`src/rtl/cla_serial_add_ctrl_if.sv`:
```
// Start/busy/done handshake and operand/result bus for the serial CLA adder.
interface cla_serial_add_ctrl_if #(
    parameter int WIDTH = 16
);
    logic             start;
    logic [WIDTH-1:0] a;
    logic [WIDTH-1:0] b;
    logic             cin;
    logic             busy;
    logic             done;
    logic [WIDTH-1:0] sum;
    logic             cout;

    modport master (output start, a, b, cin, input busy, done, sum, cout);
    modport slave  (input start, a, b, cin, output busy, done, sum, cout);
endinterface

```
`src/rtl/cla_serial_add_ctrl.sv`:
```
// WIDTH-bit adder built from one shared 4-bit carry-look-ahead slice, one nibble
// per clock, LSB first, with the inter-nibble carry held in a register.
module carry_look_ahead_adder (
    input  logic [3:0] A,
    input  logic [3:0] B,
    input  logic       Cin,
    output logic [3:0] S,
    output logic       Cout
);
    logic [3:0] w_g;
    logic [3:0] w_p;
    logic [4:0] w_c;

    always_comb begin
        w_g    = A & B;
        w_p    = A ^ B;
        w_c[0] = Cin;
        w_c[1] = w_g[0] | (w_p[0] & Cin);
        w_c[2] = w_g[1] | (w_p[1] & w_g[0]) | (w_p[1] & w_p[0] & Cin);
        w_c[3] = w_g[2] | (w_p[2] & w_g[1]) | (w_p[2] & w_p[1] & w_g[0])
               | (w_p[2] & w_p[1] & w_p[0] & Cin);
        w_c[4] = w_g[3] | (w_p[3] & w_g[2]) | (w_p[3] & w_p[2] & w_g[1])
               | (w_p[3] & w_p[2] & w_p[1] & w_g[0])
               | (w_p[3] & w_p[2] & w_p[1] & w_p[0] & Cin);
        S      = w_p ^ w_c[3:0];
        Cout   = w_c[4];
    end
endmodule

module cla_serial_add_ctrl #(
    parameter int WIDTH = 16
) (
    input  logic                  clk,
    input  logic                  rst_n,
    cla_serial_add_ctrl_if.slave  bus
);
    localparam int NIB  = WIDTH / 4;
    localparam int IDXW = (NIB > 1) ? $clog2(NIB) : 1;

    localparam logic [1:0] S_IDLE = 2'd0;
    localparam logic [1:0] S_RUN  = 2'd1;
    localparam logic [1:0] S_DONE = 2'd2;

    logic [1:0]       r_state;
    logic [WIDTH-1:0] r_a;
    logic [WIDTH-1:0] r_b;
    logic [WIDTH-1:0] r_acc;
    logic [WIDTH-1:0] r_sum;
    logic [IDXW-1:0]  r_idx;
    logic             r_carry;
    logic             r_cout;

    logic [3:0]       w_s;
    logic             w_cout;
    logic [WIDTH-1:0] w_acc_next;

    carry_look_ahead_adder u_cla (
        .A    (r_a[4*r_idx +: 4]),
        .B    (r_b[4*r_idx +: 4]),
        .Cin  (r_carry),
        .S    (w_s),
        .Cout (w_cout)
    );

    // Accumulator with the current nibble merged, so the last RUN edge can
    // publish the full sum without an extra cycle.
    always_comb begin
        w_acc_next              = r_acc;
        w_acc_next[4*r_idx +: 4] = w_s;
    end

    always_ff @(posedge clk or negedge rst_n) begin
        if (!rst_n) begin
            r_state <= S_IDLE;
            r_a     <= '0;
            r_b     <= '0;
            r_acc   <= '0;
            r_sum   <= '0;
            r_idx   <= '0;
            r_carry <= 1'b0;
            r_cout  <= 1'b0;
        end else begin
            case (r_state)
                S_IDLE: begin
                    if (bus.start) begin
                        r_a     <= bus.a;
                        r_b     <= bus.b;
                        r_carry <= bus.cin;
                        r_idx   <= '0;
                        r_state <= S_RUN;
                    end
                end
                S_RUN: begin
                    r_acc   <= w_acc_next;
                    r_carry <= w_cout;
                    if (r_idx == IDXW'(NIB - 1)) begin
                        r_sum   <= w_acc_next;
                        r_cout  <= w_cout;
                        r_state <= S_DONE;
                    end else begin
                        r_idx <= r_idx + 1'b1;
                    end
                end
                S_DONE:  r_state <= S_IDLE;
                default: r_state <= S_IDLE;
            endcase
        end
    end

    assign bus.busy = (r_state == S_RUN);
    assign bus.done = (r_state == S_DONE);
    assign bus.sum  = r_sum;
    assign bus.cout = r_cout;
endmodule

```
`src/flat_wrapper.sv`:
```
// flat-port wrapper written by rule: the top's interface ports become plain ports
module cla_serial_add_ctrl_flat 
#(
    parameter int WIDTH = 16
)
  (clk, rst_n, bus_start, bus_a, bus_b, bus_cin, bus_busy, bus_done, bus_sum, bus_cout);
  cla_serial_add_ctrl_if #(.WIDTH(WIDTH)) bus_i ();
  input  logic clk;
  input  logic rst_n;
  input wire logic [$bits(bus_i.start)-1:0] bus_start;
  input wire logic [$bits(bus_i.a)-1:0] bus_a;
  input wire logic [$bits(bus_i.b)-1:0] bus_b;
  input wire logic [$bits(bus_i.cin)-1:0] bus_cin;
  output wire logic [$bits(bus_i.busy)-1:0] bus_busy;
  output wire logic [$bits(bus_i.done)-1:0] bus_done;
  output wire logic [$bits(bus_i.sum)-1:0] bus_sum;
  output wire logic [$bits(bus_i.cout)-1:0] bus_cout;
  assign bus_i.start = bus_start;
  assign bus_i.a = bus_a;
  assign bus_i.b = bus_b;
  assign bus_i.cin = bus_cin;
  assign bus_busy = bus_i.busy;
  assign bus_done = bus_i.done;
  assign bus_sum = bus_i.sum;
  assign bus_cout = bus_i.cout;
  cla_serial_add_ctrl #(.WIDTH(WIDTH)) u_core (.clk(clk), .rst_n(rst_n), .bus(bus_i));
endmodule
```
`config.mk`:
```
export PLATFORM = sky130hd
export DESIGN_NAME = cla_serial_add_ctrl_flat
export DESIGN_NICKNAME = d
export VERILOG_FILES = /design/src/rtl/cla_serial_add_ctrl_if.sv /design/src/rtl/cla_serial_add_ctrl.sv /design/src/flat_wrapper.sv
export SDC_FILE = /design/constraint.sdc
export NUM_CORES = 1
export LEC_CHECK = 0
export BUFFER_PORTS_ARGS = -buffer_cell sky130_fd_sc_hd__buf_2
export CAP_MARGIN = 10
export CORE_ASPECT_RATIO = 0.8
export CORE_UTILIZATION = 40
export CTS_BUF_LIST = sky130_fd_sc_hd__clkbuf_8 sky130_fd_sc_hd__clkbuf_16
export DETAILED_ROUTE_END_ITERATION = 8
export GPL_TIMING_DRIVEN = 0
export HOLD_SLACK_MARGIN = 0.06
export PLACE_DENSITY_LB_ADDON = 0.08
export REMOVE_ABC_BUFFERS = 1
export SLEW_MARGIN = 25
export SYNTH_ARGS = -nofsm -noshare
export SYNTH_HDL_FRONTEND = slang
export SYNTH_SLANG_ARGS = --single-unit
export TNS_END_PERCENT = 100
```
`constraint.sdc`:
```
create_clock -name clk -period 3.4 [get_ports clk]
set_input_delay 0.34 -clock clk [delete_from_list [all_inputs] [get_ports clk]]
set_output_delay 0.34 -clock clk [all_outputs]
set_load 0.03 [all_outputs]
```
==> out/results.txt <==
Status: completed
Routed Antenna Nets: 0
Hold/Removal Path Class: input port to flop
P&R area growth vs syn: 16.72%
Seq cells post-synth: 70
Worst r2r dst: u_core.bus.sum[11]$_DFFE_PN0P_
Ys async rst share: 100.0%
# rows: 29
CTS tree: done
Fin crit share: 84.80%
Setup violations, final: 0
Die area: 0.008963 mm^2
Hold Fails Final Rpt: 0
Die Wd: 105.6 um
Final hold slack: 0.2196 ns
Final net count: 368
Via/cell ratio: 5.194
Fillers: 792
Syn_area_per_cell: 12.96 um^2
Max_cap viols: 0
GRT Util Overall: 17.43%
Pins Over Slew Limit: 0
RSZ-0062 raised after global routing: no
Initial antenna violation count: 0
Top Layer Used: met4
Cells after synthesis: 265
Fin area: 0.004009 mm^2
Vias in the first global route: 2183
Max FO, Critical Path: 15
Setup bufs post-CTS: 0
Number of library cell types mapped by synthesis: 46
Clk buf depth: 2
Post-DP Area: 0.003794 mm^2
Worst reg2reg setup slack: 0.52 ns
Hold endpoint: u_core.r_b[13]$_DFFE_PN0P_
Layout cell share with drive strength beyond 1: 39.51%
Hold Path Origin: bus_b[13]
CP Capture Type: flop
Crit path DAT: 3.17 ns
Yosys warns: 0
Final Skew: 0.009549 ns
Most common cell after layout, fill and taps aside: dfrtp_1
Non-Filler Instances: 432
Gpl congestion: 0.6888
Core Footprint: 0.008128 mm^2
Setup TNS: 0 ns
Post-Syn Area: 0.003435 mm^2
Number of enable flip-flop cells after synthesis: 0
H-tree level count: 3
Req. time, crit path: 3.68 ns
Grt ovf: 0
Largest net degree at the start of global routing: 40
Drt pass-1 iters: 4
Met3 WL post-DR: 330 um
Min cycle time layout: 2.883 ns
Metal2 WL: 2.902 mm
Hpwl dp: 4.773 mm
Antenna Cells: 0
Average wire per standard cell: 16.08 um
Measured slew at the worst slew-check pin: 0.7873 ns
Worst setup SP type: flop
Met1 wire length: 3.627 mm
I/O pin cnt: 55
Starting Density: 42.26%
First-pass GRT wire length: 11.72 mm
Slew headroom: 46.76%
Clock slew seen by the registers of the worst setup and hold paths: 0.07 ns
Root Buffer: clkbuf_8
Total Wirelength: 6.948 mm
Vias: 2244
Worst hold path cell count: 2
Die H: 84.88 um
DRC viols: 0
Port-buffer cells: 54
Cells after DPL: 416
Clk sink count: 70
Reg-to-reg startpoint: u_core.r_idx[0]$_DFFE_PN0P_
1st-iter DRT viols: 83
Max Fclk: 0.3468 GHz
CP Class: flop to flop
CTS buffer count: 9
Commonest cells after routing, fill and taps aside: dfrtp_1 (69), buf_2 (53), mux2_2 (33), nor2_1 (22), a21oi_1 (19)
Worst R2R Path Depth: 6
Synth Flop Type: dfrtp_1
Part of the Yosys area used for sequential elements: 51.00%
Skew-Pair Late Insertion Delay: 0.34 ns
==> worst max-delay path: stages (launching register included) <==
cell     delay, ns
dfrtp_2       0.67
mux4_2        0.57
ha_1          0.55
nand2_1       0.12
o21ai_2       0.20
xor2_2        0.46
a31o_2        0.25
==> worst max-delay path by stage <==
stage                                      startpoint  slack [ns]                             end
after global placement    u_core.r_idx[0]$_DFFE_PN0P_        0.16   u_core.bus.sum[2]$_DFFE_PN0P_
after detailed placement  u_core.r_idx[0]$_DFFE_PN0P_        0.19     u_core.r_acc[7]$_DFFE_PN0P_
after CTS                 u_core.r_idx[0]$_DFFE_PN0P_        0.16     u_core.r_acc[3]$_DFFE_PN0P_
after global routing      u_core.r_idx[0]$_DFFE_PN0P_        0.30     u_core.r_acc[7]$_DFFE_PN0P_
final                     u_core.r_idx[0]$_DFFE_PN0P_        0.52  u_core.bus.sum[11]$_DFFE_PN0P_
after floorplan           u_core.r_idx[0]$_DFFE_PN0P_        0.81    u_core.r_acc[10]$_DFFE_PN0P_
==> layout make-up <==
cell class / instances / area, um^2 / area share (%)
sequential: 70 / 1753 / 43.73
multi-input combinational: 176 / 1569 / 39.14
tap: 108 / 135.1 / 3.371
timing repair buffer: 58 / 329.1 / 8.209
clock buffer: 9 / 123.9 / 3.090
clock inverter: 6 / 80.08 / 1.998
inverter: 5 / 18.77 / 0.4682
==> cells by family (layout without fill, tap and decap cells) <==
family	after synthesis	count (layout)	share of synthesized area (%)
AND/OR/NAND/NOR	65	65	11.07
buffers and inverters	19	78	3.497
multiplexers	45	45	17.23
flip-flops	70	70	51.00
XOR/XNOR	3	3	0.9838
AO/OA/AOI/OAI	51	51	11.62
adder cells (fa/ha/maj)	12	12	4.590
==> flip-flops by register name, indices dropped and copies added, names as in the netlist <==
| signal | count |
|---|---|
| u_core.r_carry | 1 |
| u_core.r_acc | 16 |
| u_core.bus.sum | 16 |
| u_core.r_state | 2 |
| u_core.r_b | 16 |
| u_core.r_a | 16 |
| u_core.bus.cout | 1 |
| u_core.r_idx | 2 |
==> synthesized netlist by cell type, types with 2 or more instances <==
| cell | n | area (um^2) |
|---|---|---|
| inv_1 | 4 | 15.01 |
| dfrtp_1 | 70 | 1752 |
| clkbuf_1 | 2 | 7.510 |
| nand2_1 | 8 | 30.03 |
| nand2b_1 | 7 | 43.79 |
| buf_2 | 3 | 15.01 |
| mux2i_1 | 4 | 40.04 |
| buf_6 | 4 | 45.04 |
| nand3b_1 | 4 | 30.03 |
| a31o_2 | 3 | 26.28 |
| a211oi_1 | 2 | 15.01 |
| nor2b_1 | 10 | 62.56 |
| nand3_1 | 4 | 20.02 |
| mux4_2 | 8 | 180.2 |
| nor2_1 | 22 | 82.58 |
| a32o_1 | 11 | 110.1 |
| a221oi_1 | 2 | 17.52 |
| a22o_1 | 5 | 43.79 |
| a21oi_1 | 19 | 95.09 |
| a211oi_2 | 2 | 25.02 |
| ha_1 | 11 | 137.6 |
| mux2_2 | 33 | 371.6 |
| buf_4 | 4 | 30.03 |
==> metal layers <==
layer / global-route usage, % / vias to the layer above
met5: 0 / -
met4: 5.682 / 0
met3: 5.607 / 10
met2: 23.27 / 42
met1: 26.53 / 1108
li1: - / 1084
==> metrics by stage <==
step,util [%],setup slack (ns)
global placement,46.00,0.1595
global route,49.32,0.2996
floorplan,-,0.8129
detailed placement,46.67,0.1904
finish,49.32,0.5167
CTS,49.31,0.1592
==> repair_timing <==
item	in CTS	in global routing
setup endpoints to repair	0	3
hold buffers	1	0
endpoints found under the hold margin	34	0
resized for setup	0	1
Power is left out: the tool's default activity adds up to more than one toggle a clock period on the data nets, which glitch-free logic cannot reach.
